File: src/rtl/mips_md_pkg.sv
// Shared encodings for the multiply/divide sequencer: operation codes, FSM states and
// small decode helpers used by the sequencer and its bench.
package mips_md_pkg;

  typedef enum logic [2:0] {
    MD_NONE  = 3'd0,
    MD_MULT  = 3'd1,
    MD_MULTU = 3'd2,
    MD_DIV   = 3'd3,
    MD_DIVU  = 3'd4
  } md_op_e;

  typedef enum logic [1:0] {
    MD_IDLE = 2'd0,
    MD_RUN  = 2'd1,
    MD_FIX  = 2'd2
  } md_state_e;

  // Codes 5-7 are reserved and behave like MD_NONE.
  function automatic logic md_op_valid(input logic [2:0] op);
    return (op == MD_MULT) || (op == MD_MULTU) || (op == MD_DIV) || (op == MD_DIVU);
  endfunction

  function automatic logic md_op_signed(input logic [2:0] op);
    return (op == MD_MULT) || (op == MD_DIV);
  endfunction

  function automatic logic md_op_is_div(input logic [2:0] op);
    return (op == MD_DIV) || (op == MD_DIVU);
  endfunction

endpackage

File: src/rtl/mult_div_sequencer_if.sv
// ID/EX-side request and HI/LO result bundle of the multiply/divide sequencer.
interface mult_div_sequencer_if #(
  parameter int unsigned DATA_WIDTH = 32
);

  logic [2:0]            ID_EX_MultDivOp;
  logic                  ID_EX_ReadHiLo;
  logic                  ID_EX_WriteHi;
  logic                  ID_EX_WriteLo;
  logic                  ID_EX_Flush;
  logic [DATA_WIDTH-1:0] ID_EX_OpA;
  logic [DATA_WIDTH-1:0] ID_EX_OpB;
  logic                  MD_Stall;
  logic                  MD_Busy;
  logic                  MD_DivByZero;
  logic [DATA_WIDTH-1:0] Hi;
  logic [DATA_WIDTH-1:0] Lo;

  modport master (
    output ID_EX_MultDivOp, ID_EX_ReadHiLo, ID_EX_WriteHi, ID_EX_WriteLo, ID_EX_Flush,
    output ID_EX_OpA, ID_EX_OpB,
    input  MD_Stall, MD_Busy, MD_DivByZero, Hi, Lo
  );

  modport slave (
    input  ID_EX_MultDivOp, ID_EX_ReadHiLo, ID_EX_WriteHi, ID_EX_WriteLo, ID_EX_Flush,
    input  ID_EX_OpA, ID_EX_OpB,
    output MD_Stall, MD_Busy, MD_DivByZero, Hi, Lo
  );

endinterface

File: src/rtl/md_iter_datapath.sv
// Radix-2 iterative datapath: shift-add multiply and restoring divide on unsigned magnitudes.
// {hi,lo} is one 64-bit shift register; lo starts as multiplier or dividend.
module md_iter_datapath #(
  parameter int unsigned DATA_WIDTH = 32
) (
  input  logic                  clk_i,
  input  logic                  rst_i,
  input  logic                  load_i,
  input  logic                  step_i,
  input  logic                  op_is_div_i,
  input  logic [DATA_WIDTH-1:0] op_a_i,
  input  logic [DATA_WIDTH-1:0] op_b_i,
  output logic [DATA_WIDTH-1:0] hi_o,
  output logic [DATA_WIDTH-1:0] lo_o
);

  logic [2*DATA_WIDTH-1:0] acc_q, acc_d;
  logic [DATA_WIDTH-1:0]   opb_q, opb_d;
  logic                    div_q, div_d;

  logic [DATA_WIDTH-1:0]   acc_hi, acc_lo, diff;
  logic [DATA_WIDTH:0]     addend, trial;
  logic                    fits;

  always_comb begin
    acc_d  = acc_q;
    opb_d  = opb_q;
    div_d  = div_q;
    acc_hi = acc_q[2*DATA_WIDTH-1:DATA_WIDTH];
    acc_lo = acc_q[DATA_WIDTH-1:0];
    addend = acc_lo[0] ? ({1'b0, acc_hi} + {1'b0, opb_q}) : {1'b0, acc_hi};
    trial  = {acc_hi, acc_lo[DATA_WIDTH-1]};
    // A zero divisor always fits, giving an all-ones quotient and the dividend as remainder.
    fits   = trial >= {1'b0, opb_q};
    diff   = trial[DATA_WIDTH-1:0] - opb_q;
    if (load_i) begin
      div_d = op_is_div_i;
      opb_d = op_is_div_i ? op_b_i : op_a_i;
      acc_d = {{DATA_WIDTH{1'b0}}, (op_is_div_i ? op_a_i : op_b_i)};
    end else if (step_i) begin
      if (div_q) begin
        acc_d = fits ? {diff, acc_lo[DATA_WIDTH-2:0], 1'b1}
                     : {trial[DATA_WIDTH-1:0], acc_lo[DATA_WIDTH-2:0], 1'b0};
      end else begin
        acc_d = {addend, acc_lo[DATA_WIDTH-1:1]};
      end
    end
  end

  always_ff @(posedge clk_i) begin
    if (rst_i) begin
      acc_q <= '0;
      opb_q <= '0;
      div_q <= 1'b0;
    end else begin
      acc_q <= acc_d;
      opb_q <= opb_d;
      div_q <= div_d;
    end
  end

  assign hi_o = acc_q[2*DATA_WIDTH-1:DATA_WIDTH];
  assign lo_o = acc_q[DATA_WIDTH-1:0];

endmodule

File: src/rtl/mult_div_sequencer.sv
// Sequences the shared iterative multiply/divide unit, owns HI/LO and stalls dependent
// instructions while the unit runs in the background.
module mult_div_sequencer
  import mips_md_pkg::*;
#(
  parameter int unsigned DATA_WIDTH = 32,
  parameter int unsigned CNT_WIDTH  = 5
) (
  input  logic                 Clk,
  input  logic                 Rst,
  mult_div_sequencer_if.slave  bus
);

  md_state_e             state_q, state_d;
  logic [CNT_WIDTH-1:0]  cnt_q, cnt_d;
  logic                  is_div_q, is_div_d;
  logic                  quot_neg_q, quot_neg_d;
  logic                  rem_neg_q, rem_neg_d;
  logic                  dbz_q, dbz_d;
  logic [DATA_WIDTH-1:0] opa_q, opa_d;
  logic [DATA_WIDTH-1:0] hi_q, hi_d, lo_q, lo_d;

  logic                    op_valid, op_is_div, start, load, step;
  logic                    sign_a, sign_b;
  logic [DATA_WIDTH-1:0]   mag_a, mag_b, raw_hi, raw_lo;
  logic [2*DATA_WIDTH-1:0] prod;

  // Issue decode and operand magnitudes
  always_comb begin
    op_valid  = md_op_valid(bus.ID_EX_MultDivOp);
    op_is_div = md_op_is_div(bus.ID_EX_MultDivOp);
    start     = (state_q == MD_IDLE) && !bus.ID_EX_Flush && op_valid;
    sign_a    = md_op_signed(bus.ID_EX_MultDivOp) && bus.ID_EX_OpA[DATA_WIDTH-1];
    sign_b    = md_op_signed(bus.ID_EX_MultDivOp) && bus.ID_EX_OpB[DATA_WIDTH-1];
    mag_a     = sign_a ? -bus.ID_EX_OpA : bus.ID_EX_OpA;
    mag_b     = sign_b ? -bus.ID_EX_OpB : bus.ID_EX_OpB;
  end

  always_ff @(posedge Clk) begin
    if (Rst) begin
      state_q <= MD_IDLE;
    end else begin
      state_q <= state_d;
    end
  end

  always_comb begin
    state_d = state_q;
    unique case (state_q)
      MD_IDLE: if (start) state_d = MD_RUN;
      MD_RUN:  if (cnt_q == '0) state_d = MD_FIX;
      MD_FIX:  state_d = MD_IDLE;
      default: state_d = MD_IDLE;
    endcase
  end

  always_comb begin
    load             = start;
    step             = (state_q == MD_RUN);
    bus.MD_Busy      = (state_q != MD_IDLE);
    bus.MD_DivByZero = (state_q == MD_FIX) && dbz_q;
    bus.MD_Stall     = (state_q != MD_IDLE) && !bus.ID_EX_Flush &&
                       (op_valid || bus.ID_EX_ReadHiLo || bus.ID_EX_WriteHi || bus.ID_EX_WriteLo);
    bus.Hi           = hi_q;
    bus.Lo           = lo_q;
  end

  md_iter_datapath #(
    .DATA_WIDTH (DATA_WIDTH)
  ) u_datapath (
    .clk_i       (Clk),
    .rst_i       (Rst),
    .load_i      (load),
    .step_i      (step),
    .op_is_div_i (op_is_div),
    .op_a_i      (mag_a),
    .op_b_i      (mag_b),
    .hi_o        (raw_hi),
    .lo_o        (raw_lo)
  );

  always_comb begin
    cnt_d      = cnt_q;
    is_div_d   = is_div_q;
    quot_neg_d = quot_neg_q;
    rem_neg_d  = rem_neg_q;
    dbz_d      = dbz_q;
    opa_d      = opa_q;
    if (start) begin
      cnt_d      = CNT_WIDTH'(DATA_WIDTH - 1);
      is_div_d   = op_is_div;
      quot_neg_d = sign_a ^ sign_b;
      rem_neg_d  = sign_a;
      dbz_d      = op_is_div && (bus.ID_EX_OpB == '0);
      opa_d      = bus.ID_EX_OpA;
    end else if (state_q == MD_RUN) begin
      cnt_d = cnt_q - CNT_WIDTH'(1);
    end
  end

  always_comb begin
    hi_d = hi_q;
    lo_d = lo_q;
    prod = quot_neg_q ? -{raw_hi, raw_lo} : {raw_hi, raw_lo};
    if (state_q == MD_FIX) begin
      if (is_div_q && dbz_q) begin
        hi_d = opa_q;
        lo_d = '1;
      end else if (is_div_q) begin
        hi_d = rem_neg_q ? -raw_hi : raw_hi;
        lo_d = quot_neg_q ? -raw_lo : raw_lo;
      end else begin
        {hi_d, lo_d} = prod;
      end
    end else if ((state_q == MD_IDLE) && !bus.ID_EX_Flush) begin
      if (bus.ID_EX_WriteHi) hi_d = bus.ID_EX_OpA;
      if (bus.ID_EX_WriteLo) lo_d = bus.ID_EX_OpA;
    end
  end

  always_ff @(posedge Clk) begin
    if (Rst) begin
      cnt_q      <= '0;
      is_div_q   <= 1'b0;
      quot_neg_q <= 1'b0;
      rem_neg_q  <= 1'b0;
      dbz_q      <= 1'b0;
      opa_q      <= '0;
      hi_q       <= '0;
      lo_q       <= '0;
    end else begin
      cnt_q      <= cnt_d;
      is_div_q   <= is_div_d;
      quot_neg_q <= quot_neg_d;
      rem_neg_q  <= rem_neg_d;
      dbz_q      <= dbz_d;
      opa_q      <= opa_d;
      hi_q       <= hi_d;
      lo_q       <= lo_d;
    end
  end

endmodule

File: src/flat_wrapper.sv
// flat-port wrapper written by rule: the top's interface ports become plain ports
module mult_div_sequencer_flat import mips_md_pkg::*;
#(
  parameter int unsigned DATA_WIDTH = 32,
  parameter int unsigned CNT_WIDTH  = 5
)
  (Clk, Rst, bus_ID_EX_MultDivOp, bus_ID_EX_ReadHiLo, bus_ID_EX_WriteHi, bus_ID_EX_WriteLo, bus_ID_EX_Flush, bus_ID_EX_OpA, bus_ID_EX_OpB, bus_MD_Stall, bus_MD_Busy, bus_MD_DivByZero, bus_Hi, bus_Lo);
  mult_div_sequencer_if #(.DATA_WIDTH(DATA_WIDTH)) bus_i ();
  input  logic Clk;
  input  logic Rst;
  input wire logic [$bits(bus_i.ID_EX_MultDivOp)-1:0] bus_ID_EX_MultDivOp;
  input wire logic [$bits(bus_i.ID_EX_ReadHiLo)-1:0] bus_ID_EX_ReadHiLo;
  input wire logic [$bits(bus_i.ID_EX_WriteHi)-1:0] bus_ID_EX_WriteHi;
  input wire logic [$bits(bus_i.ID_EX_WriteLo)-1:0] bus_ID_EX_WriteLo;
  input wire logic [$bits(bus_i.ID_EX_Flush)-1:0] bus_ID_EX_Flush;
  input wire logic [$bits(bus_i.ID_EX_OpA)-1:0] bus_ID_EX_OpA;
  input wire logic [$bits(bus_i.ID_EX_OpB)-1:0] bus_ID_EX_OpB;
  output wire logic [$bits(bus_i.MD_Stall)-1:0] bus_MD_Stall;
  output wire logic [$bits(bus_i.MD_Busy)-1:0] bus_MD_Busy;
  output wire logic [$bits(bus_i.MD_DivByZero)-1:0] bus_MD_DivByZero;
  output wire logic [$bits(bus_i.Hi)-1:0] bus_Hi;
  output wire logic [$bits(bus_i.Lo)-1:0] bus_Lo;
  assign bus_i.ID_EX_MultDivOp = bus_ID_EX_MultDivOp;
  assign bus_i.ID_EX_ReadHiLo = bus_ID_EX_ReadHiLo;
  assign bus_i.ID_EX_WriteHi = bus_ID_EX_WriteHi;
  assign bus_i.ID_EX_WriteLo = bus_ID_EX_WriteLo;
  assign bus_i.ID_EX_Flush = bus_ID_EX_Flush;
  assign bus_i.ID_EX_OpA = bus_ID_EX_OpA;
  assign bus_i.ID_EX_OpB = bus_ID_EX_OpB;
  assign bus_MD_Stall = bus_i.MD_Stall;
  assign bus_MD_Busy = bus_i.MD_Busy;
  assign bus_MD_DivByZero = bus_i.MD_DivByZero;
  assign bus_Hi = bus_i.Hi;
  assign bus_Lo = bus_i.Lo;
  mult_div_sequencer #(.DATA_WIDTH(DATA_WIDTH), .CNT_WIDTH(CNT_WIDTH)) u_core (.Clk(Clk), .Rst(Rst), .bus(bus_i));
endmodule
File: config.mk
export PLATFORM = sky130hd
export DESIGN_NAME = mult_div_sequencer_flat
export DESIGN_NICKNAME = d
export VERILOG_FILES = /design/src/rtl/mips_md_pkg.sv /design/src/rtl/mult_div_sequencer_if.sv /design/src/rtl/md_iter_datapath.sv /design/src/rtl/mult_div_sequencer.sv /design/src/flat_wrapper.sv
export SDC_FILE = /design/constraint.sdc
export NUM_CORES = 1
export LEC_CHECK = 0
export ABC_AREA = 1
export ABC_CLOCK_PERIOD_IN_PS = 3000
export BUFFER_PORTS_ARGS = -buffer_cell sky130_fd_sc_hd__buf_2
export CAP_MARGIN = 20
export CORE_MARGIN = 5
export CORE_UTILIZATION = 30
export DETAILED_ROUTE_END_ITERATION = 8
export SETUP_SLACK_MARGIN = 0.05
export SYNTH_ARGS = -nofsm -noshare
export SYNTH_HDL_FRONTEND = slang
export SYNTH_SLANG_ARGS = --single-unit
export TNS_END_PERCENT = 1
File: constraint.sdc
create_clock -name Clk -period 3 [get_ports Clk]
set_clock_uncertainty 0.1 [all_clocks]
set_input_delay 0.9 -clock Clk [delete_from_list [all_inputs] [get_ports Clk]]
set_output_delay 0.9 -clock Clk [all_outputs]
set_load 0.02 [all_outputs]
# Word level (Yosys, flattened, before mapping)
# Index checks and enable logic that the tools add are counted.
# totals
input_bits	73
ff_bits	203
latchBits	0
word_cells	87
ramBits	0
mem_bits_ro	0
n_memories	0
out_inout_bits	67
# op_classes
n_eq_ne	8
reduce_logical	30
bitwise	1
mux	27
mul	0
addsub	8
n_lt_le_gt_ge	1
n_div	0
shifts	0
# ops
cell	count
two-way mux 32 bit	18
two-way mux 64 bit	3
negation 32 bit	4
negation 64 bit	1
adder 32 x 32 -> 33 bit	1
greater-or-equal comparator 33 x 32 -> 1 bit	1
two-way mux 33 bit	1
zero test 32 bit	1
subtractor 32 bit	1
two-way mux 5 bit	2
nonzero test 2 bit	5
logical AND 1 bit	9
logical OR 1 bit	8
equality test 3 x 2 -> 1 bit, second input constant	2
AND reduction 2 bit	3
zero test 5 bit	1
subtractor 5 x 1 -> 5 bit, second input constant	1
two-way mux 2 bit	2
case mux 2 bit (2 select lines)	1
equality test 3 x 1 -> 1 bit, second input constant	1
equality test 3 bit, second input constant	1
equality test 2 x 1 -> 1 bit, second input constant	1
equality test 2 bit, second input constant	1
zero test 2 bit	1
5 further kinds	5

# Logic depth before layout (Yosys ltp)
# Gate-level depths: netlist of run 1.
# depth
ltp_word	8
depth_mapped	18
depth_no_buf	18

# Cells and area by module
# A second synthesis of run 1 with hierarchy kept.
# unflattened
hier_cells	3497
area_unflattened_um2	19500.0
# by_module_without_submodules
module	area_per_inst_um2	instances	cells_per_inst	seq_area_each_um2
md_iter_datapath	10704.0	1	1969	1941.9
mult_div_sequencer	8795.9	1	1528	2142.1

# Worst setup path before layout of run 1
# OpenSTA, ideal clock, no wires.
# synth_timing
path_kind	input port to output port
from	input bus_ID_EX_MultDivOp[0]
to	output bus_MD_Stall
path_buffers	0
path_slack_ns	0.266
t_arrival_ns	1.734
t_required_ns	2.000
path_stages	5
cell_sequence	nor2_1 -> nand2_1 -> nand2_1 -> nor4_1 -> nor3b_1
# synth_via
elab_chain_cells	8
elab_cells_between_ends	11
classes_between	eq/ne: 4; reduce/logical: 7
# synth_lines
element	line_no	text
start, declared	flat_wrapper.sv:11	input wire logic [$bits(bus_i.ID_EX_MultDivOp)-1:0] bus_ID_EX_MultDivOp;
equality test 3 x 1 -> 1 bit / equality test 3 x 2 -> 1 bit (equally long branches)	mips_md_pkg.sv:21	return (op == MD_MULT) || (op == MD_MULTU) || (op == MD_DIV) || (op == MD_DIVU);
logical OR 1 bit (2 in a row)	mips_md_pkg.sv:21	
logical OR 1 bit *	mips_md_pkg.sv:21	
logical OR 1 bit * (3 in a row)	mult_div_sequencer.sv:63	(op_valid || bus.ID_EX_ReadHiLo || bus.ID_EX_WriteHi || bus.ID_EX_WriteLo);
logical AND 1 bit *	mult_div_sequencer.sv:62	bus.MD_Stall = (state_q != MD_IDLE) && !bus.ID_EX_Flush &&
end, declared	flat_wrapper.sv:18	output wire logic [$bits(bus_i.MD_Stall)-1:0] bus_MD_Stall;
# Every way passes the cells marked *; elsewhere a longest branch is shown, timed or not.

# Worst setup path in the final report of run 1
# layout_timing
from	register u_core.u_datapath.opb_q[26]
to	register u_core.u_datapath.acc_q[36]
# layout_via
elab_chain_cells	3
# layout_lines
element	line_no	text
start, declared	md_iter_datapath.sv:18	logic [DATA_WIDTH-1:0] opb_q, opb_d;
start signal, assigned	md_iter_datapath.sv:57	opb_q <= opb_d;
greater-or-equal comparator 33 x 32 -> 1 bit	md_iter_datapath.sv:34	fits = trial >= {1'b0, opb_q};
two-way mux 64 bit	md_iter_datapath.sv:42	acc_d = fits ? {diff, acc_lo[DATA_WIDTH-2:0], 1'b1}
two-way mux 64 bit	md_iter_datapath.sv:41	if (div_q) begin
end signal, assigned	md_iter_datapath.sv:52	acc_q <= '0;
end signal, assigned	md_iter_datapath.sv:56	acc_q <= acc_d;
end, declared	md_iter_datapath.sv:17	logic [2*DATA_WIDTH-1:0] acc_q, acc_d;
# No other way between the ends.
# A chain may end at the register's enable or synchronous reset.

==> flow_metrics.tcl, run 1 <==
set metrics [dict create \
    post-route-min-period_ns 2.85 \
    dieArea_mm2 0.0693 \
    clk_pin_slew_worst_paths_ns 0.07 \
    wl_per_cell_um 20.4 \
    clock_sinks 203 \
    hpwl_um 75400 \
    cp_slowest_cell "dfxtp_1" \
    critPathLaunch "u_core.u_datapath.opb_q[26]" \
    hold_path_startpoint "u_core.opa_q[19]" \
    synth_edf_count 0 \
    grt_use_total 0.250 \
    leakage_uw 0.0117 \
    async_flop_share 0 \
    setup_viol 0 \
    cts-root-buf "clkbuf_16" \
    finalCritPeriodShare 0.949 \
    fin_area_mm2 0.0228 \
    drcViolationCount 0 \
    start_util 0.304 \
    worst-r2r-setup-slack_ns 0.15 \
    grt_max_degree 66 \
    ys_seq_elements 203 \
    rr_worst_depth 14 \
    p_per_area_mw_per_mm2 533 \
    fp.dieH_um 263 \
    worstPathArrival_ns 3.17 \
    path_cells "inv_1 > ha_1 > nand2_1 > nor2_2 > nand2_1 > nor2_2 > nand2_2 > nor2_4 > nor2_4 > nand2_8 > buf_12 > nand2_1 > o211ai_1 > a21oi_1" \
    portBuffers 139 \
    htree_levels 1 \
    post-cts-setup-buffers 0 \
    required_ns 3.32 \
    cts_tree "built" \
    vias 23500 \
    synthesis.instances 3446 \
    status "finished, final reports clean" \
    crit_fanout 34 \
    ant_nets 0 \
    cpMostUsedCell "nand2_1" \
    die_w_um 263 \
    whs_path_depth 2 \
    grt_pass1_wl_um 135000 \
    placed_area_mm2 0.0218 \
    gp_congestion 1.02 \
    cts.path.max_buffers 3 \
    antenna_found_initial 5 \
    synth_area_mm2 0.0193 \
    finalHoldViolations 0 \
    synth_cell_types 55 \
    dr.first_iter.drc_count 2901 \
    clkLatencyLatePin_ns 0.57 \
    first_global_vias 21700 \
    coreArea_mm2 0.0633 \
    max-cap-violations 0 \
    drtPass1Iterations 6 \
    r2r_start "u_core.u_datapath.opb_q[26]" \
    worst_pin_slew_ns 0.702 \
    drive_gt1_frac 0.121 \
    seq_area_frac_synth 0.211 \
    rsz0062_at_grt "no" \
    cp_slowest_stage_delay_ns 0.55 \
    cts_buffers 26 \
    worstReg2RegEnd "u_core.u_datapath.acc_q[36]" \
    syn_to_final_growth_pct 18.5 \
    yosysWarnings 0 \
    hold_path_end "u_core.opa_q[19]" \
    synth.avg_cell_area_um2 5.59 \
    fin_tns_setup_ns 0 \
    cp-start-kind "flip-flop" \
    slew_headroom 0.531 \
    end_kind "flip-flop" \
    vias_per_cell 5.21 \
    ys.flop_type "dfxtp_1" \
    hp-class "flip-flop to flip-flop" \
    antenna_cells_inserted 0 \
    peakVddDrop_mv 0.335 \
    path_class "flip-flop to flip-flop" \
    rows 92 \
    fin_nets 3791 \
    syn_nets 3591 \
    ioPinCount 140 \
    slew_violations 0 \
    grt_overflow 0 \
    routed_wl_um 92100 \
    fmax_ghz 0.351 \
]
==> per-layer routing <==
layer  GRT usage  wire length [µm]
met1       0.328             37800
met2       0.404             41000
met4       0.111              5090
met5           0                28
met3      0.0438              8210
==> repair_timing <==
item | CTS | global route
hold buffers | 0 | 0
resized for setup | 0 | 6
endpoints found under the setup margin | 0 | 29
hold endpoints to repair | 0 | 0
==> layout make-up <==
cell class                 instances  area (µm²)
sequential                       203        4070
timing repair buffer             302        2090
fill                            7073       40500
clock buffer                      35         756
tap                              846        1060
clock inverter                    11         216
multi-input combinational       2560       12600
inverter                         553        2080
==> state kept, by name (all words and copies together) (netlist names) <==
register,count
u_core.is_div_q,1
u_core.cnt_q,5
u_core.rem_neg_q,1
u_core.quot_neg_q,1
u_core.u_datapath.acc_q,64
u_core.dbz_q,1
u_core.u_datapath.opb_q,32
u_core.bus.Hi,32
u_core.opa_q,32
u_core.state_q,2
u_core.bus.Lo,32
==> logic make-up (layout without fill, tap and decap cells) <==
logic type | count (synthesis) | after routing | synth area share
AOI/OAI and AO/OA | 621 | 621 | 0.179
adders and majority gates | 72 | 72 | 0.0476
and+or+nand+nor | 1798 | 1798 | 0.391
xor gates and xnor gates | 69 | 69 | 0.0314
DFF | 203 | 203 | 0.211
buffers and inverters | 683 | 901 | 0.139
==> power by group <==
| part | internal, µW | total [µW] | switching, µW |
|---|---|---|---|
| sequential | 2940 | 3200 | 270 |
| combinational | 1760 | 5350 | 3580 |
| clock | 2270 | 3620 | 1340 |
==> synthesized netlist by cell type, types with 2 or more instances <==
master / count / share of area
o31ai_1: 4 / 0.0016
o21ai_1: 25 / 0.0065
or2_2: 2 / 0.00065
o21ai_0: 202 / 0.053
o221ai_1: 6 / 0.0027
nand3b_1: 9 / 0.0035
inv_2: 16 / 0.0031
a22oi_1: 6 / 0.0023
fa_1: 2 / 0.0021
a21oi_1: 263 / 0.068
nor2_1: 354 / 0.069
nor4_1: 4 / 0.0013
a21o_1: 4 / 0.0016
buf_4: 3 / 0.0012
nor3_1: 44 / 0.011
nand2_2: 19 / 0.0062
dfxtp_1: 203 / 0.21
nand2_1: 1040 / 0.20
o21bai_1: 3 / 0.0012
o21a_1: 3 / 0.0012
inv_1: 535 / 0.10
a31oi_1: 36 / 0.012
buf_8: 2 / 0.0016
and2_1: 6 / 0.0019
nand3_1: 238 / 0.062
a22o_1: 2 / 0.00091
xnor2_1: 28 / 0.013
ha_1: 70 / 0.045
a221oi_1: 24 / 0.011
nand3_2: 10 / 0.0052
xor2_1: 41 / 0.019
o21ai_2: 2 / 0.00091
buf_6: 4 / 0.0023
nand2_4: 3 / 0.0018
nor2_4: 8 / 0.0047
nand4_1: 38 / 0.012
buf_1: 13 / 0.0025
clkbuf_1: 65 / 0.013
o211ai_1: 31 / 0.012
nor2_2: 18 / 0.0058
o22ai_1: 4 / 0.0013
buf_2: 43 / 0.011
==> how the worst max path moves through the flow <==
stage	end	slack (ns)	depth (start not counted)
finish	u_core.u_datapath.acc_q[36]	0.15	14
global route	u_core.u_datapath.acc_q[38]	0.05	12
CTS	u_core.u_datapath.acc_q[43]	0.13	11
detailed placement	u_core.u_datapath.acc_q[23]	0.07	14
global placement	u_core.u_datapath.acc_q[23]	0.1	14
floorplan	bus_MD_Stall	0.27	5
==> critical path, delay by kind of cell (launching register included) <==
family,cells,cell delay [ns]
adder cells (fa/ha/maj),1,0.40
flip-flops,1,0.55
buffers and inverters,2,0.28
AND/OR/NAND/NOR,9,1.08
AO/OA/AOI/OAI,2,0.26
==> layout by cell type, fill, tap and decap left out, drive strengths merged, types with 45 or more instances in the layout <==
cell type  instances
inv              553
dfxtp            203
ha                70
nor2             380
nor3              45
buf              302
a21oi            265
nand2           1063
nand3            248
o21ai            229
==> through the flow <==
| step | utilization | instances | setup slack [ns] | power [µW] | hold slack, ns |
|---|---|---|---|---|---|
| 2_1_floorplan | - | 3446 | 0.266 | 6600 | 0.330 |
| 3_3_place_gp | 0.345 | 4464 | 0.0972 | 8460 | 0.338 |
| 3_5_place_dp | 0.345 | 4464 | 0.0689 | 8470 | 0.347 |
| 4_1_cts | 0.360 | 4510 | 0.131 | 12100 | 0.355 |
| 5_1_grt | 0.360 | 4510 | 0.0517 | 12800 | 0.374 |
| 6_report | 0.360 | 4510 | 0.154 | 12200 | 0.354 |
Note: power is estimated with default switching activity, not from simulation.
==> inputs of run 2 (changes only) <==
RECOVER_POWER = 25   (was not set)
==> flow_metrics.tcl, run 2 (synthesis gave the netlist of run 1 again) <==
set metrics [dict create \
    post-route-min-period_ns 2.85 \
    setup_viol 0 \
    clkLatencyLatePin_ns 0.57 \
    cts.path.max_buffers 3 \
    hpwl_um 75400 \
    rows 92 \
    vias_per_cell 5.21 \
    max-cap-violations 1 \
    cts.hold.buffers_added 0 \
    clock_sinks 203 \
    vias 23500 \
    peakVddDrop_mv 0.333 \
    grt_max_degree 66 \
    placed_area_mm2 0.0218 \
    rsz0062_at_grt "no" \
    cp_slowest_cell "dfxtp_1" \
    fin_area_mm2 0.0227 \
    cpMostUsedCell "nand2_1" \
    cp-start-kind "flip-flop" \
    portBuffers 139 \
    instances_no_fill 4512 \
    layout_commonest_cell "nand2_1" \
    fmax_ghz 0.351 \
    ant_nets 0 \
    slew_headroom -0.0495 \
    drive_gt1_frac 0.105 \
    p_per_area_mw_per_mm2 535 \
    layout_common_cells "nand2_1 (1041), inv_1 (537), nor2_1 (351), a21oi_1 (261), nand3_1 (238)" \
    worstPathArrival_ns 3.17 \
    htree_levels 1 \
    end_kind "flip-flop" \
    routed_wl_um 92100 \
    wl_per_cell_um 20.4 \
    gp_congestion 1.02 \
    drcViolationCount 0 \
    cts_buffers 26 \
    fp.dieH_um 263 \
    cts_tree "built" \
    path_cells "inv_1 > ha_1 > nand2_1 > nor2_2 > nand2_1 > nor2_2 > nand2_2 > nor2_4 > nor2_4 > nand2_8 > buf_12 > nand2_1 > o211ai_1 > a21oi_1" \
    cts-root-buf "clkbuf_16" \
    largest_reg_flops 64 \
    hp-class "flip-flop to flip-flop" \
    finalCritPeriodShare 0.949 \
    coreArea_mm2 0.0633 \
    grt_overflow 0 \
    syn_to_final_growth_pct 18.1 \
    start_util 0.304 \
    fin_nets 3791 \
    drtPass1Iterations 8 \
    dp_cells 4464 \
    grt_pass1_wl_um 135000 \
    status "finished with violations" \
    whs_ns 0.355 \
    clk_pin_slew_worst_paths_ns 0.06 \
    ioPinCount 140 \
    cp_slowest_stage_delay_ns 0.58 \
    violations "max-capacitance violations, max-slew violations" \
    slew_violations 26 \
    grt_use_total 0.250 \
    finalHoldViolations 0 \
    top_register "u_core.u_datapath.acc_q" \
    fin_tns_setup_ns 0 \
    required_ns 3.32 \
    die_w_um 263 \
    dieArea_mm2 0.0693 \
    leakage_uw 0.0115 \
    first_global_vias 21700 \
    dr.first_iter.drc_count 3003 \
    antenna_found_initial 5 \
    path_class "flip-flop to flip-flop" \
    worst_pin_slew_ns 1.57 \
    crit_fanout 34 \
    finalCoreUtilization 0.359 \
]
[run 2: cell count changes in the layout (fill, tap and decap cells not counted), sizes merged]
cell    previous run  this run
diode              0         2
buf              302       248
clkbuf            35        89
[run 2: per-layer routing]
layer	track usage	routed length (µm)
met4	0.111	5200
met3	0.0438	8140
met5	0	16
met2	0.404	40900
met1	0.328	37800
[run 2: what timing repair did]
action                     4_1_cts  5_1_grt
setup endpoints to repair        0       29
resized for setup                0        6
buffers inserted                 0        0
[run 2: final timing paths]
kind / startpoint / endpoint / slack [ns] / cells after the start
worst min-delay path: u_core.opa_q[19] / u_core.opa_q[19] / 0.35 / 2
worst min register to register: u_core.opa_q[19] / u_core.opa_q[19] / 0.35 / 2
worst max register to register: u_core.u_datapath.opb_q[26] / u_core.u_datapath.acc_q[36] / 0.15 / 14
worst max-delay path: u_core.u_datapath.opb_q[26] / u_core.u_datapath.acc_q[36] / 0.15 / 14
[run 2: critical path, delay by kind of cell (launching register included)]
| family | cells | cell delay, ns |
|---|---|---|
| AOI/OAI and AO/OA | 2 | 0.27 |
| DFF | 1 | 0.58 |
| adders and majority gates | 1 | 0.40 |
| and+or+nand+nor | 9 | 1.04 |
| buffers and inverters | 2 | 0.29 |
[run 2: layout make-up]
cell class / count / area (µm²)
fill: 7097 / 40600
multi-input combinational: 2560 / 12500
sequential: 203 / 4070
inverter: 553 / 2080
timing repair buffer: 302 / 2020
tap: 846 / 1060
clock buffer: 35 / 756
clock inverter: 11 / 216
antenna: 2 / 5.00
[run 2: per-stage QoR]
stage,worst slack (ns),power (µW)
4_1_cts,0.131,12100
2_1_floorplan,0.266,6600
3_3_place_gp,0.0972,8460
5_1_grt,0.0517,12800
3_5_place_dp,0.0689,8470
6_report,0.154,12200
[run 2: report_power, final]
| group | internal, µW | switching (µW) | leakage [µW] | total, µW |
|---|---|---|---|---|
| sequential | 2940 | 272 | 0.00167 | 3210 |
| combinational | 1740 | 3580 | 0.00936 | 5330 |
| clock | 2270 | 1350 | 0.000466 | 3620 |
